[src/rtl/imem_loader.sv]
// -----------------------------------------------------------------------------
// imem_loader
//   Boot-time program loader that drives the write side of the instruction
//   memory. It takes a little-endian byte stream made of a 32-bit word-count
//   header followed by the program words. It assembles each group of four bytes
//   into a 32-bit word and writes that word through a single-cycle write port.
//   The CPU is held in reset until the whole image has been written.
//
// Ports
//   SYS_clk       in   1      clock, rising edge
//   SYS_reset_n   in   1      synchronous active-low reset
//   start         in   1      restart pulse, honoured only in DONE or ERR
//   in_valid      in   1      byte on in_data is valid
//   in_data       in   8      stream byte
//   in_ready      out  1      byte accepted this cycle when in_valid is high
//   mem_we        out  1      instruction memory write enable, one pulse per word
//   mem_addr      out  32     byte address of the write (BASE_ADDR + 4*idx)
//   mem_wdata     out  32     assembled instruction word
//   cpu_hold      out  1      keep the CPU in reset (loading or error)
//   done          out  1      image fully written
//   error         out  1      header word count exceeded DEPTH_WORDS
//   words_loaded  out  CNT_W  number of words written so far
// -----------------------------------------------------------------------------
module imem_loader #(
  parameter logic [31:0] BASE_ADDR   = 32'h0000_0000,
  parameter int unsigned DEPTH_WORDS = 1000,
  parameter int unsigned CNT_W       = 16
) (
  input  logic             SYS_clk,
  input  logic             SYS_reset_n,
  input  logic             start,
  input  logic             in_valid,
  input  logic [7:0]       in_data,
  output logic             in_ready,
  output logic             mem_we,
  output logic [31:0]      mem_addr,
  output logic [31:0]      mem_wdata,
  output logic             cpu_hold,
  output logic             done,
  output logic             error,
  output logic [CNT_W-1:0] words_loaded
);

  typedef enum logic [2:0] {
    ST_HDR   = 3'd0,
    ST_DATA  = 3'd1,
    ST_WRITE = 3'd2,
    ST_DONE  = 3'd3,
    ST_ERR   = 3'd4
  } state_t;

  localparam logic [CNT_W-1:0] CNT_ONE = {{(CNT_W-1){1'b0}}, 1'b1};
  localparam logic [31:0]      DEPTH_L = 32'(DEPTH_WORDS);

  state_t           state_r;
  state_t           state_nxt_s;
  logic [1:0]       byte_cnt_r;
  logic [CNT_W-1:0] idx_r;
  logic [CNT_W-1:0] word_count_r;
  logic [23:0]      shift_r;      // bytes 0..2 of the word being collected
  logic [31:0]      wdata_r;
  logic [31:0]      addr_r;

  logic             accept_s;
  logic             last_byte_s;
  logic [31:0]      word_s;       // complete word once the 4th byte arrives
  logic [CNT_W-1:0] idx_inc_s;
  logic [31:0]      addr_nxt_s;

  // Handshake decode and word/address arithmetic shared by FSM and datapath
  always_comb begin
    accept_s    = in_valid && in_ready;
    last_byte_s = accept_s && (byte_cnt_r == 2'd3);
    word_s      = {in_data, shift_r};
    idx_inc_s   = idx_r + CNT_ONE;
    addr_nxt_s  = BASE_ADDR + {{(30-CNT_W){1'b0}}, idx_r, 2'b00};
  end

  // State register
  always_ff @(posedge SYS_clk) begin
    if (!SYS_reset_n) begin
      state_r <= ST_HDR;
    end else begin
      state_r <= state_nxt_s;
    end
  end

  // Next-state logic
  always_comb begin
    state_nxt_s = state_r;
    case (state_r)
      ST_HDR: begin
        // The full 32-bit header is compared, so any nonzero bits above
        // CNT_W also push the count past DEPTH_WORDS and land in ERR.
        if (last_byte_s) begin
          if (word_s == 32'h0000_0000) begin
            state_nxt_s = ST_DONE;
          end else if (word_s > DEPTH_L) begin
            state_nxt_s = ST_ERR;
          end else begin
            state_nxt_s = ST_DATA;
          end
        end else begin
          state_nxt_s = ST_HDR;
        end
      end
      ST_DATA: begin
        if (last_byte_s) begin
          state_nxt_s = ST_WRITE;
        end else begin
          state_nxt_s = ST_DATA;
        end
      end
      ST_WRITE: begin
        if (idx_inc_s == word_count_r) begin
          state_nxt_s = ST_DONE;
        end else begin
          state_nxt_s = ST_DATA;
        end
      end
      ST_DONE, ST_ERR: begin
        if (start) begin
          state_nxt_s = ST_HDR;
        end else begin
          state_nxt_s = state_r;
        end
      end
      default: state_nxt_s = ST_HDR;
    endcase
  end

  // Output decode from the state register
  always_comb begin
    in_ready     = 1'b0;
    mem_we       = 1'b0;
    done         = 1'b0;
    error        = 1'b0;
    cpu_hold     = 1'b1;
    mem_addr     = addr_r;
    mem_wdata    = wdata_r;
    words_loaded = idx_r;
    case (state_r)
      ST_HDR:   in_ready = 1'b1;
      ST_DATA:  in_ready = 1'b1;
      ST_WRITE: mem_we   = 1'b1;
      ST_DONE: begin
        done     = 1'b1;
        cpu_hold = 1'b0;
      end
      ST_ERR:   error    = 1'b1;
      default:  in_ready = 1'b0;
    endcase
  end

  // Byte collection, header capture, write latching and word index
  always_ff @(posedge SYS_clk) begin
    if (!SYS_reset_n) begin
      byte_cnt_r   <= 2'd0;
      idx_r        <= {CNT_W{1'b0}};
      word_count_r <= {CNT_W{1'b0}};
      shift_r      <= 24'h00_0000;
      wdata_r      <= 32'h0000_0000;
      addr_r       <= BASE_ADDR;
    end else begin
      case (state_r)
        ST_HDR, ST_DATA: begin
          if (accept_s) begin
            case (byte_cnt_r)
              2'd0:    shift_r[7:0]   <= in_data;
              2'd1:    shift_r[15:8]  <= in_data;
              2'd2:    shift_r[23:16] <= in_data;
              default: shift_r        <= 24'h00_0000;
            endcase
            byte_cnt_r <= byte_cnt_r + 2'd1;
            if (last_byte_s) begin
              if (state_r == ST_HDR) begin
                word_count_r <= word_s[CNT_W-1:0];
              end else begin
                // Address is captured here so it is stable for the whole
                // WRITE cycle and then holds as the last written address.
                wdata_r <= word_s;
                addr_r  <= addr_nxt_s;
              end
            end
          end
        end
        ST_WRITE: begin
          idx_r <= idx_inc_s;
        end
        ST_DONE, ST_ERR: begin
          if (start) begin
            byte_cnt_r   <= 2'd0;
            idx_r        <= {CNT_W{1'b0}};
            word_count_r <= {CNT_W{1'b0}};
            shift_r      <= 24'h00_0000;
            wdata_r      <= 32'h0000_0000;
            addr_r       <= BASE_ADDR;
          end
        end
        default: begin
          byte_cnt_r <= 2'd0;
        end
      endcase
    end
  end

endmodule
[config.mk]
export PLATFORM = sky130hd
export DESIGN_NAME = imem_loader
export DESIGN_NICKNAME = d
export VERILOG_FILES = /design/src/rtl/imem_loader.sv
export SDC_FILE = /design/constraint.sdc
export NUM_CORES = 1
export LEC_CHECK = 0
export CORE_AREA = 2 2 99 101
export CTS_BUF_LIST = sky130_fd_sc_hd__clkbuf_4 sky130_fd_sc_hd__clkbuf_8
export CTS_CLUSTER_DIAMETER = 80
export DETAILED_ROUTE_END_ITERATION = 8
export DIE_AREA = 0 0 101 103
export HOLD_SLACK_MARGIN = 0.05
export MAX_ROUTING_LAYER = met4
export PLACE_DENSITY_LB_ADDON = 0.1
export RECOVER_POWER = 50
export SLEW_MARGIN = 20
export SYNTH_ARGS = -nofsm -noshare
export SYNTH_HDL_FRONTEND = slang
export SYNTH_SLANG_ARGS = --single-unit
[constraint.sdc]
create_clock -name SYS_clk -period 3.9 [get_ports SYS_clk]
set_input_delay 0.78 -clock SYS_clk [delete_from_list [all_inputs] [get_ports SYS_clk]]
set_output_delay 0.78 -clock SYS_clk [all_outputs]
set_load 0.005 [all_outputs]
==> run metrics <==
Final setup viols 0; die span in x 101 um; crit share post-route 73.0%; DRC Markers 0; synthesis-to-layout area growth 18.7%; crit-path cells nor2b_1, nand2b_1, buf_4, inv_1, clkdlybuf4s50_1; first-pass GRT wire length 21.8 mm; core area 9460 um2; overall power 0.00196 W; Commonest cells post-synth 111 x a21oi_1, 109 x dfxtp_1, 107 x nand2_1; number of diodes 0; nets 716; Die Ht 103 um; Post-CTS Hold Buffers 0; final slew viol count 89; Worst Hold Depth 2; fillcell total 875; Yosys top cell area share 43.1%; setup repair bufs after CTS 0; failing checks max-capacitance violations, max-slew violations; outcome finished, violations left; Setup WS pre-CTS 978 ps; number of flops mapped to enable cells by yosys 0; worst flop-to-flop path startpoint state_r[1]; WP buf/inv 3; Ys Warns 0; num rows 36; drt first pass iters 6; Syn Area/Cell 7.76 um2; post-synthesis sequential area ratio 43.1%; share of cells above drive strength 1 5.11%; max-cap viol count 1; Post-Route Setup TNS 0 ps; drt total wl 13.3 mm; CP Launch Point state_r[1]; Min-Delay Path Class reg2reg; Final Hold Viols 0; most common cell in the synthesized netlist a21oi_1; clock sinks 109; post-layout min period 2850 ps; cells on worst reg2reg path 7; CP Max Fanout 21; Hold Worst Slack 453 ps; H-tree depth 3; Data required, critical path 3120 ps; Hold Path Origin mem_wdata[4]; Slew HR -11.2%; Initial Util 53.5%; GRT overflow 0; largest net degree at the start of global routing 107; startpoint class of the critical path flop; Starting DRT DRC Count 387; critical path type reg2out; setup ws final 1050 ps; Crit-path slowest cell dfxtp_1; register bit total from synthesis 109; Clk Latency, worst-skew pair 380 ps; slowest stage delay, CP 550 ps; full die area 10400 um2; Primary FF master, synth dfxtp_1; VDD IR max 0.177 mV; post-detail-place hpwl 9.09 mm; clock skew 12.0 ps; cts repair resizes 0; Clock Path Buffers 2; worst flop-to-flop path endpoint shift_r[20]; initial antenna violation count 0; FMAX 351 MHz; Post-Syn Instances 652; Overall Global Routing Usage 27.0%; GPL Wtd Cong 0.909; WHS Endpoint mem_wdata[4]; Power per Cell Area 326 nW/um2; leakage 2.21 nW; via/cell ratio 5.92; WL/cell 16.3 um; Detail Route Antenna Nets 0; CTS tree done; post-synth cell types 51; Synth area leaders dfxtp_1 43%, a21oi_1 11%, nand2_1 7.9%, nand3_1 7.3%, nand4_1 3.6%; Cell Area, Synth 5060 um2; RSZ-0062 raised after global routing false; Worst Max-Slew Pin Slew 1670 ps; vias in the first global route 4405; Worst R2R Setup Slack 1170 ps; Critical Path AT 2070 ps; Worst Setup End Kind primary output; cell taking the most area after synthesis dfxtp_1; via count 4840; CTS Buf Count 9; CTS clk-pin slew, worst paths 100 ps; io pins 97; root buf cell clkbuf_8; cell family with most CP delay buffers and inverters; Post-synth ARST share 0%; Port-buffer cells 80
==> worst reg2reg max path: stages, from the launching register on <==
cell	delay, ps
dfxtp_1	550
nor2b_1	280
nand2_1	130
inv_1	160
nor2_4	50
clkbuf_2	860
nand4_1	480
a21oi_1	100
==> final cells by class <==
type                            count  area [um2]  area share [%]
Tap cell                          114         143            2.37
Sequential cell                   109        2180            36.3
Inverter                            7        26.3           0.437
Timing Repair Buffer               88         883            14.7
Clock inverter                      6        70.1            1.17
Clock buffer                       10         131            2.19
Multi-Input combinational cell    484        2570            42.8
==> worst max path at each step <==
stage,to,slack (ps),depth (start not counted)
final,mem_we,1050,5
after global routing,shift_r[1],910,7
after CTS,mem_we,1040,5
after detailed placement,words_loaded[2],980,5
after global placement,mem_wdata[20],1060,8
after floorplan,mem_addr[9],1580,9
==> cells by family after synthesis <==
| logic type | count (synthesis) | synth area share [%] |
|---|---|---|
| AO/OA/AOI/OAI | 154 | 16.6 |
| XOR/XNOR | 23 | 3.98 |
| adder cells (fa/ha/maj) | 5 | 1.24 |
| buffers and inverters | 74 | 7.44 |
| flip-flops | 109 | 43.1 |
| other | 1 | 0.0741 |
| AND/OR/NAND/NOR | 286 | 27.5 |
==> flip-flops by register name, indices dropped and copies added (netlist names) <==
signal and cells:
byte_cnt_r 2, mem_addr 16, mem_wdata 32, shift_r 24, state_r 3, word_count_r 16, words_loaded 16
==> placed cells by master, fill, tap and decap left out, types with 3 or more instances in the layout <==
cell type | netlist | layout
buf_4 | 18 | 5
nand4_1 | 29 | 29
nor2_1 | 32 | 31
dlygate4sd3_1 | 0 | 65
conb_1 | 1 | 16
dfxtp_1 | 109 | 109
o31a_1 | 3 | 3
clkbuf_8 | 0 | 9
clkdlybuf4s50_1 | 0 | 15
o21a_1 | 3 | 3
o21ai_0 | 18 | 17
xnor2_1 | 19 | 19
nand2_1 | 107 | 107
a21oi_1 | 111 | 111
inv_1 | 6 | 6
nor3_1 | 7 | 7
ha_1 | 5 | 5
nand3_1 | 74 | 74
o31ai_1 | 3 | 3
nand3b_1 | 4 | 4
nor4_1 | 10 | 10
xor2_1 | 4 | 4
or3_1 | 7 | 7
==> per-layer routing <==
metal | global-route usage [%] | part of all wire, % | vias to the layer above
li1 | - | - | 2361
met3 | 3.05 | 4.9 | 17
met5 | - | 0 | -
met4 | 8.63 | 1.4 | 0
met2 | 43.4 | 49 | 167
met1 | 35.9 | 45 | 2295
==> stage by stage <==
stage	utilization (%)	std cells	area, um2
after floorplan	-	667	5120
after global placement	61.4	802	5810
after detailed placement	61.4	802	5810
after CTS	63.5	818	6010
after global routing	63.5	818	6010
final	63.5	818	6010
==> power by group <==
part	switching (W)	internal, W	total [W]
clock	0.000403	0.000311	0.000714
combinational	0.0000770	0.0000334	0.000110
sequential	0.0000138	0.00112	0.00114
Power figures use the tool's default switching activity.
